File: src/rtl/cpu_sequencer.sv
// rtl/cpu_sequencer.sv - fetch/decode/execute sequencer owning PC and IR
// Optional reserved-opcode trap enabled by defining ILLEGAL_OP_TRAP_EN.
module cpu_sequencer #(
    parameter int PC_WIDTH          = 8,
    parameter int PROGRAM_DataWidth = 16,
    parameter int NumOpCodeBits     = 5
) (
    input  logic                         clk,
    input  logic                         rst_n,
    input  logic                         run,
    input  logic                         step,
    input  logic                         halt_req,
    output logic [PC_WIDTH-1:0]          prog_addr,
    output logic                         prog_rd_en,
    input  logic [PROGRAM_DataWidth-1:0] prog_data,
    input  logic                         prog_valid,
    output logic [PROGRAM_DataWidth-1:0] instruction,
    input  logic                         dec_wr_en,
    input  logic                         dec_stat_wr_en,
    input  logic                         dec_cnt_wr_en,
    input  logic                         dec_add_offset,
    input  logic [PC_WIDTH-1:0]          dec_literal_adr,
    output logic                         rf_wr_en,
    output logic                         stat_wr_en,
    output logic [PC_WIDTH-1:0]          pc,
    output logic                         busy,
    output logic                         retire,
    output logic                         illegal
);

    typedef enum logic [1:0] {IDLE, FETCH, DECODE, EXECUTE} state_t;

    state_t                         state_q, state_d;
    logic [PC_WIDTH-1:0]            pc_q, pc_d;
    logic [PROGRAM_DataWidth-1:0]   ir_q, ir_d;
    logic                           single_q, single_d;
    logic [NumOpCodeBits-1:0]       opcode;
    logic                           reserved_op;
    logic                           trap_hit;
    logic                           locked;

    assign opcode      = ir_q[PROGRAM_DataWidth-1 -: NumOpCodeBits];
    assign reserved_op = (opcode >= NumOpCodeBits'(11) && opcode <= NumOpCodeBits'(15))
                       || (opcode >= NumOpCodeBits'(22));

`ifdef ILLEGAL_OP_TRAP_EN
    logic illegal_q, illegal_d;

    assign trap_hit  = (state_q == EXECUTE) && reserved_op;
    assign illegal_d = illegal_q | trap_hit;
    assign illegal   = illegal_q;
    assign locked    = illegal_q;

    always_ff @(posedge clk or negedge rst_n) begin
        if (!rst_n) illegal_q <= 1'b0;
        else        illegal_q <= illegal_d;
    end
`else
    assign trap_hit = 1'b0;
    assign illegal  = 1'b0;
    assign locked   = 1'b0;
`endif

    always_ff @(posedge clk or negedge rst_n) begin
        if (!rst_n) begin
            state_q  <= IDLE;
            pc_q     <= '0;
            ir_q     <= '0;
            single_q <= 1'b0;
        end else begin
            state_q  <= state_d;
            pc_q     <= pc_d;
            ir_q     <= ir_d;
            single_q <= single_d;
        end
    end

    always_comb begin
        state_d    = state_q;
        pc_d       = pc_q;
        ir_d       = ir_q;
        single_d   = single_q;
        prog_rd_en = 1'b0;
        rf_wr_en   = 1'b0;
        stat_wr_en = 1'b0;
        retire     = 1'b0;
        case (state_q)
            IDLE: begin
                if (!locked && !halt_req) begin
                    if (run) begin
                        state_d  = FETCH;
                        single_d = 1'b0;
                    end else if (step) begin
                        state_d  = FETCH;
                        single_d = 1'b1;
                    end
                end
            end
            FETCH: begin
                prog_rd_en = 1'b1;
                if (prog_valid) begin
                    ir_d    = prog_data;
                    state_d = DECODE;
                end
            end
            DECODE: state_d = EXECUTE;
            EXECUTE: begin
                retire     = 1'b1;
                rf_wr_en   = dec_wr_en && !reserved_op;
                stat_wr_en = dec_stat_wr_en && !reserved_op;
                // Relative jumps are based on pc_q, which still addresses the branch itself here.
                if (trap_hit) begin
                    state_d = IDLE;
                end else begin
                    if (dec_cnt_wr_en && !reserved_op)
                        pc_d = dec_add_offset ? pc_q + dec_literal_adr : dec_literal_adr;
                    else
                        pc_d = pc_q + PC_WIDTH'(1);
                    state_d = (run && !halt_req && !single_q) ? FETCH : IDLE;
                end
            end
            default: state_d = IDLE;
        endcase
    end

    assign prog_addr   = pc_q;
    assign pc          = pc_q;
    assign instruction = ir_q;
    assign busy        = (state_q != IDLE);

endmodule
File: config.mk
export PLATFORM = sky130hd
export DESIGN_NAME = cpu_sequencer
export DESIGN_NICKNAME = d
export VERILOG_FILES = /design/src/rtl/cpu_sequencer.sv
export SDC_FILE = /design/constraint.sdc
export NUM_CORES = 1
export LEC_CHECK = 0
export CAP_MARGIN = 20
export CORE_AREA = 2 2 75 77
export DETAILED_ROUTE_END_ITERATION = 8
export DIE_AREA = 0 0 77 79
export PLACE_DENSITY = 0.74
export SLEW_MARGIN = 10
export SYNTH_ARGS = -nofsm -noshare
export SYNTH_HDL_FRONTEND = slang
export SYNTH_SLANG_ARGS = --single-unit
export TNS_END_PERCENT = 5
File: constraint.sdc
create_clock -name clk -period 2.11 [get_ports clk]
set_input_delay 0.422 -clock clk [delete_from_list [all_inputs] [get_ports clk]]
set_output_delay 0.422 -clock clk [all_outputs]
set_load 0.05 [all_outputs]
==> results by group, run 1 <==
Yosys
  – EDFF count, synth: 0
  – Mapped Area: roughly 0.0018 mm²
  – Post-synthesis area per instance: between 10 and 15 µm²
  – Main flop type after synthesis: dfrtp_1
  – Syn Nets: 222
  – Async SR Flop Fraction: 1.00
  – Synthesized instance count: 176
  – Seq cells post-synth: 27
  – Synth Warn #: 0
  – Yosys cell types: between 40 and 50
  – Post-synthesis sequential area ratio: 0.376

Worst setup path
  – Register-to-register setup slack: 0.13 ns
  – Worst reg2reg startpoint: pc[0]
  – Startpoint Class: input pin
  – Critical Path AT: 2.27 ns
  – Critical Path Fanout Max: 4
  – Slowest cell on the critical path: clkdlybuf4s50_1
  – Critical path origin: dec_literal_adr[2]
  – CP Capture Type: register
  – Max incr delay on CP: ~0.53 ns
  – Crit path kind: input pin to register
  – Worst R2R Path Depth: 8
  – FF-to-FF End: pc[6]
  – Setup crit end: pc[6]
  – Critical-path cell list: clkdlybuf4s50_1 -> ha_4 -> nor2b_2 -> o31a_1 -> o21a_1 -> o21a_1 -> o31ai_1
  – CP dominant cell by count: o21a_1
  – Worst path required time: around 2.3 ns

Floorplanning
  – # rows: 27
  – Die Y: around 79 µm
  – Initial core utilization: 0.336
  – Die footprint: a little over 0.006 mm²
  – Core area: roughly 0.0053 mm²
  – Die width: about 77 µm
  – I/O pin count: around 70

Placement
  – DP Worst Slack: -0.278 ns
  – Dpl cells: about 320
  – Post-DP HPWL: ~3700 µm
  – Final GP Congestion: 0.865
  – Placed Area: roughly 0.0027 mm²
  – IO buf count: 70

Cells and area
  – Commonest non-fill, non-tap cells in the layout: clkdlybuf4s50_1 (55), buf_4 (29), dfrtp_1 (27)
  – Share of layout cells above drive strength 1: 0.266
  – Commonest non-fill, non-tap cell in the layout: clkdlybuf4s50_1
  – Non-filler cells in the finished layout: roughly 330
  – Fin util: 0.517
  – Finished Cell Area: 0.00276 mm²
  – Nets@finish: around 300
  – Fill cell count: approximately 500
  – Ant diodes: 0
  – Area growth syn-to-layout: 53.7%

Route
  – Iteration count of the initial detailed-routing pass: 4
  – Detailed Route WL: 4790 µm
  – Via count: roughly 1600
  – Mean number of vias per cell: roughly 5.0
  – Initial DRC count: 55
  – Number of nets with antenna violations after routing: 0
  – DRC viols: 0
  – Wire per inst: ~15 µm

Global route
  – Vias in the first global route: around 1500
  – Pin count of the biggest net entering global routing: 28
  – Grt ovf: 0
  – First-pass GRT wire length: about 7600 µm
  – Initial antenna violation count: 0
  – GR Util All Layers: 0.155

Outcome
  – Status: finished clean

STA
  – Setup TNS: 0 ns
  – Unrepaired setup endpoints after global routing: yes
  – Skew final: about 0.0025 ns
  – Setup violators final: 0
  – Hold Vio Cnt, Final: 0
  – Worst-Margin Slew: a little over 0.5 ns
  – Final worst path period share: 0.992
  – Slew HR: 0.655
  – Final worst slack: ~0.017 ns
  – F_max: 0.478 GHz
  – Slew Limit Fails: 0
  – Minimum clock period: roughly 2.1 ns

CTS
  – Worst-path clk slew: 0.09 ns
  – Clock Latency Late Sink: 0.26 ns
  – Deepest clock path buffer count: 2
  – Post-CTS Setup Bufs: 0
  – CTS Root Cell: clkbuf_8
  – CTS tree: built
  – CTS buffer count: 3
  – H-Tree Depth: 1
  – Clock Sinks: 27

Power and ir drop
  – Lkg Pwr: 1.20 nW
  – VDD IR max: 0.666 mV
  – Cell area power density: 1660 mW/mm²

Hold path
  – Hold WC Path Type: register to register

Run
  – Max cap viols: 0
layer usage:
metal	GRT usage	up-vias	routed length, µm
met5	0	-	0
met4	0.0321	0	26
met3	0.0239	2	294
met2	0.253	67	2220
met1	0.218	755	2250
li1	-	803	-
what timing repair did:
action / in CTS / in global routing
hold buffers: 0 / 0
setup endpoints to repair: 1 / 5
pin swaps: 0 / 7
gates resized for setup: 1 / 9
cells in the mapped netlist, types with 2 or more instances:
| master | number | area share |
|---|---|---|
| a31oi_1 | 2 | 0.0070 |
| ha_1 | 11 | 0.077 |
| a211oi_1 | 3 | 0.013 |
| a21oi_1 | 6 | 0.017 |
| nand3_1 | 4 | 0.011 |
| dfrtp_1 | 27 | 0.38 |
| buf_4 | 11 | 0.046 |
| and4_1 | 2 | 0.0098 |
| mux2_2 | 19 | 0.12 |
| inv_1 | 12 | 0.025 |
| a21o_1 | 4 | 0.017 |
| o221ai_1 | 2 | 0.0098 |
| nor2b_1 | 4 | 0.014 |
| nor2_1 | 7 | 0.015 |
| and3_1 | 5 | 0.017 |
| o21a_1 | 4 | 0.017 |
| nand2_1 | 6 | 0.013 |
| xnor2_1 | 2 | 0.0098 |
| nor3_1 | 2 | 0.0056 |
| o21ai_0 | 13 | 0.036 |
| o211ai_1 | 6 | 0.025 |
| clkbuf_1 | 2 | 0.0042 |
| o31ai_1 | 3 | 0.013 |
| nand4_1 | 2 | 0.0070 |
worst max-delay path: cells and delay by family:
family | cells | cell delay, ns
adder cells (fa/ha/maj) | 1 | 0.23
AND/OR/NAND/NOR | 1 | 0.17
AO/OA/AOI/OAI | 4 | 0.91
buffers and inverters | 1 | 0.53
flip-flops by register name, summed over array words and instances, names as in the netlist:
name / flops
instruction: 16
state_q: 2
single_q: 1
pc: 8
cell type report:
cell class	count	area, µm²	area share
sequential	27	676	0.245
tap	72	90.1	0.0326
inverter	12	45.0	0.0163
multi-input combinational	123	1020	0.371
clock buffer	4	45.0	0.0163
timing repair buffer	90	881	0.319
through the flow:
step | power (mW) | hold WS (ns)
finish | 4.59 | 0.510
global route | 4.87 | 0.521
CTS | 4.54 | 0.514
detailed placement | 4.23 | 0.492
global placement | 4.18 | 0.484
floorplan | 3.16 | 0.126
kinds of logic after synthesis:
group / Yosys count / synth area share
adder cells (fa/ha/maj): 12 / 0.0878
XOR/XNOR: 3 / 0.0146
AND/OR/NAND/NOR: 36 / 0.112
flip-flops: 27 / 0.376
other: 1 / 0.00209
multiplexers: 20 / 0.125
buffers and inverters: 26 / 0.0794
AO/OA/AOI/OAI: 51 / 0.203
power by group:
part | total [mW] | internal [mW] | switching (mW) | leakage, nW
clock | 0.289 | 0.135 | 0.154 | 0.0228
combinational | 3.32 | 1.34 | 1.98 | 0.857
sequential | 0.982 | 0.767 | 0.215 | 0.322
total | 4.59 | 2.24 | 2.35 | 1.20
worst min-delay path by stage:
stage               slack [ns]       startpoint  cells after the start               to
floorplan                 0.13            rst_n                      0   instruction[0]
global placement          0.48   instruction[3]                      1   instruction[3]
detailed placement        0.49  instruction[10]                      1  instruction[10]
CTS                       0.51   instruction[1]                      1   instruction[1]
global route              0.52   instruction[9]                      1   instruction[9]
finish                    0.51   instruction[3]                      1   instruction[3]
Power figures use the tool's default switching activity.
==> run 2: changes to the inputs <==
--- a/config.mk
+++ b/config.mk
@@ -5,11 +5,13 @@
 export SDC_FILE = /design/constraint.sdc
 export NUM_CORES = 1
 export LEC_CHECK = 0
+export ABC_CLOCK_PERIOD_IN_PS = 2110
 export CAP_MARGIN = 20
 export CORE_AREA = 2 2 75 77
 export DETAILED_ROUTE_END_ITERATION = 8
 export DIE_AREA = 0 0 77 79
-export PLACE_DENSITY = 0.74
+export PLACE_DENSITY = 0.65
+export SETUP_SLACK_MARGIN = 0.1
 export SLEW_MARGIN = 10
 export SYNTH_ARGS = -nofsm -noshare
 export SYNTH_HDL_FRONTEND = slang
==> run 2 against run 1 <==
  * Clock power is essentially flat
  * First-iteration DRC count increased by 33%
  * Count of clock-buffer cells in the layout unchanged
  * Total power shrank 1.3%
  * Global-route usage down 0.61 points
  * Clock skew about the same
  * Combinational power fell by 1%
  * Critical path depth unchanged
  * Design area down 0.27%
  * Critical endpoint is now pc[5]
  * Largest cell class unchanged
  * Highest routed layer unchanged
==> results by group, run 2 (synthesis gave the netlist of run 1 again) <==
Cells and area
  – Commonest non-fill, non-tap cells in the layout: clkdlybuf4s50_1 (55), buf_4 (31), dfrtp_1 (27)
  – Nets@finish: 305 (+0.66%)
  – Area growth syn-to-layout: 53.3%
  – Max reg flops: 16 (unchanged)
  – Seq. cell area: 676 µm² (unchanged)
  – Commonest non-fill, non-tap cell in the layout: clkdlybuf4s50_1
  – Ant diodes: 0 (unchanged)
  – Fill cell count: 527 (+4.6%)
  – Area taken by multi-input logic gates: 0.00102 mm² (-0.37%)
  – Share of layout cells above drive strength 1: 0.256 (-0.00981)
  – Fin util: 0.516 (-0.00141)

Worst setup path
  – Critical path origin: dec_literal_adr[1]
  – Critical Path Fanout Max: 3 (-1)
  – Slowest cell on the critical path: clkdlybuf4s50_1
  – Startpoint Class: input pin
  – CP Capture Type: register
  – Critical Path AT: 2.21 ns (-0.06 ns)
  – Worst path required time: 2.26 ns (-0.03 ns)
  – Worst reg2reg startpoint: pc[0]
  – Max incr delay on CP: 0.45 ns (-0.08 ns)
  – Critical-path cell list: clkdlybuf4s50_1 -> ha_1 -> a211oi_4 -> o21a_1 -> xnor2_1 -> mux2_2 -> o221a_1
  – Crit path kind: input pin to register

Floorplanning
  – Core area: 0.00534 mm² (unchanged)
  – Die footprint: 0.00608 mm² (unchanged)
  – Die width: 77 µm (unchanged)
  – Initial core utilization: 0.336 (unchanged)
  – # rows: 27 (unchanged)
  – Die Y: 79 µm (unchanged)
  – I/O pin count: 72 (unchanged)

STA
  – Final worst path period share: 0.973 (-0.0193)
  – Setup violators final: 0 (unchanged)
  – Slew HR: 0.637 (-0.0180)
  – Unrepaired setup endpoints after global routing: yes
  – Hold Vio Cnt, Final: 0 (unchanged)
  – Worst-Margin Slew: 0.545 ns (+0.0286 ns)
  – Minimum clock period: 2.05 ns (-0.0407 ns)
  – Slew Limit Fails: 0 (unchanged)
  – Skew final: 0.00204 ns (-0.000498 ns)
  – F_max: 0.487 GHz (+2.0%)

Global route
  – First-pass GRT wire length: 7300 µm (-3.4%)
  – Vias in the first global route: 1498 (-3.2%)
  – GR Util All Layers: 0.149 (-0.00606)
  – Grt ovf: 0 (unchanged)
  – Pin count of the biggest net entering global routing: 28 (unchanged)
  – Initial antenna violation count: 0 (unchanged)

Route
  – Detailed Route WL: 4550 µm (-5.0%)
  – Iteration count of the initial detailed-routing pass: 5 (+1)
  – Via count: 1621 (-0.37%)
  – Wire per inst: 13.8 µm (-5.6%)
  – Initial DRC count: 73 (+33%)
  – Number of nets with antenna violations after routing: 0 (unchanged)
  – DRC viols: 0 (unchanged)
  – Mean number of vias per cell: 4.91 (-0.97%)

Placement
  – IO buf count: 70 (unchanged)
  – Final GP Congestion: 0.835 (-3.4%)
  – Post-DP HPWL: 3670 µm (-0.69%)

Hold path
  – Hold WC Path Type: register to register
  – Hold Startpoint: instruction[3]

CTS
  – H-Tree Depth: 1 (unchanged)
  – CTS Root Cell: clkbuf_8
  – Clock Sinks: 27 (unchanged)
  – Deepest clock path buffer count: 2 (unchanged)
  – CTS buffer count: 3 (unchanged)
  – Clock Latency Late Sink: 0.26 ns (about the same)
  – CTS tree: built
  – # hold bufs at CTS: 0 (unchanged)
  – Worst-path clk slew: 0.09 ns (about the same)

Power and ir drop
  – Internal power: 2.22 mW (-1.2%)
  – Pwr Total: 4.53 mW (-1.3%)
  – Power share of the combinational group: 0.724 (about the same)
  – Reg power frac: 0.212 (-0.002)
  – Sw Share: 0.511 (-0.000602)
  – Lkg Pwr: 1.21 nW (+0.59%)
  – Clock power frac: 0.064 (about the same)
  – Cell area power density: 1650 mW/mm² (-1.0%)
  – VDD IR max: 0.682 mV (+2.4%)
  – P_sw: 2.32 mW (-1.4%)

Run
  – Max cap viols: 0 (unchanged)

Outcome
  – Status: finished clean
-- run 2: cell count changes in the layout (fill, tap and decap cells not counted) --
cell            delta
a211oi_2           -1
a211oi_1           +1
buf_4              +2
buf_12             -2
dlygate4sd2_1      +1
ha_2               +1
nor2b_2            -1
inv_2              -1
ha_1               -1
dlymetal6s2s_1     +1
a221oi_1           +1
a221oi_2           -1
nor2b_4            +1
inv_1              +1
-- run 2: final timing paths --
kind	end	depth (start not counted)	slack, ns
setup reg to reg	pc[6]	8	0.16
max in group asynchronous	instruction[5]	2	1.32
hold reg to reg	instruction[3]	1	0.51
min in group asynchronous	single_q	2	0.52
hold / removal	instruction[3]	1	0.51
setup / recovery	pc[5]	7	0.06
-- run 2: metal layers --
metal,up-vias,track usage,share of wire
met4,0,0.0321,0.0077
met2,65,0.238,0.43
met5,-,0,0
met3,2,0.0284,0.075
met1,744,0.210,0.49
li1,810,-,-
-- run 2: per-stage QoR --
step | TNS [ns] | hold slack, ns | instance area (µm²) | instances | setup WS (ns)
floorplan | -0.0253 | 0.126 | 1800 | 176 | -0.0253
global placement | -1.04 | 0.485 | 2660 | 326 | -0.274
detailed placement | -1.30 | 0.491 | 2660 | 326 | -0.299
CTS | 0 | 0.513 | 2720 | 330 | 0.0552
global route | 0 | 0.530 | 2750 | 330 | 0.00631
finish | 0 | 0.510 | 2750 | 330 | 0.0577
-- run 2: layout make-up --
type / count / area share
Inverter: 12 / 0.0164
Clock buffer: 4 / 0.0164
Timing Repair Buffer: 92 / 0.319
Sequential cell: 27 / 0.245
Multi-Input combinational cell: 123 / 0.370
Tap cell: 72 / 0.0327
-- run 2: critical path, delay by kind of cell --
kind	cells	cell delay [ns]
buffers and inverters	1	0.45
muxes	1	0.27
AOI/OAI and AO/OA	3	0.64
xor gates and xnor gates	1	0.07
adders and majority gates	1	0.36
-- run 2: what timing repair did --
item	4_1_cts	5_1_grt
buffers inserted	0	0
pin swaps	1	4
setup endpoints to repair	13	16
gates resized for setup	4	7
-- run 2: power by group through the flow --
| stage | combinational (mW) | sequential (mW) | clock (mW) |
|---|---|---|---|
| finish | 3.28 | 0.960 | 0.291 |
| CTS | 3.26 | 0.961 | 0.303 |
| floorplan | 1.42 | 1.74 | 0 |
| detailed placement | 3.25 | 0.971 | 0 |
| global route | 3.47 | 1.00 | 0.326 |
| global placement | 3.21 | 0.967 | 0 |
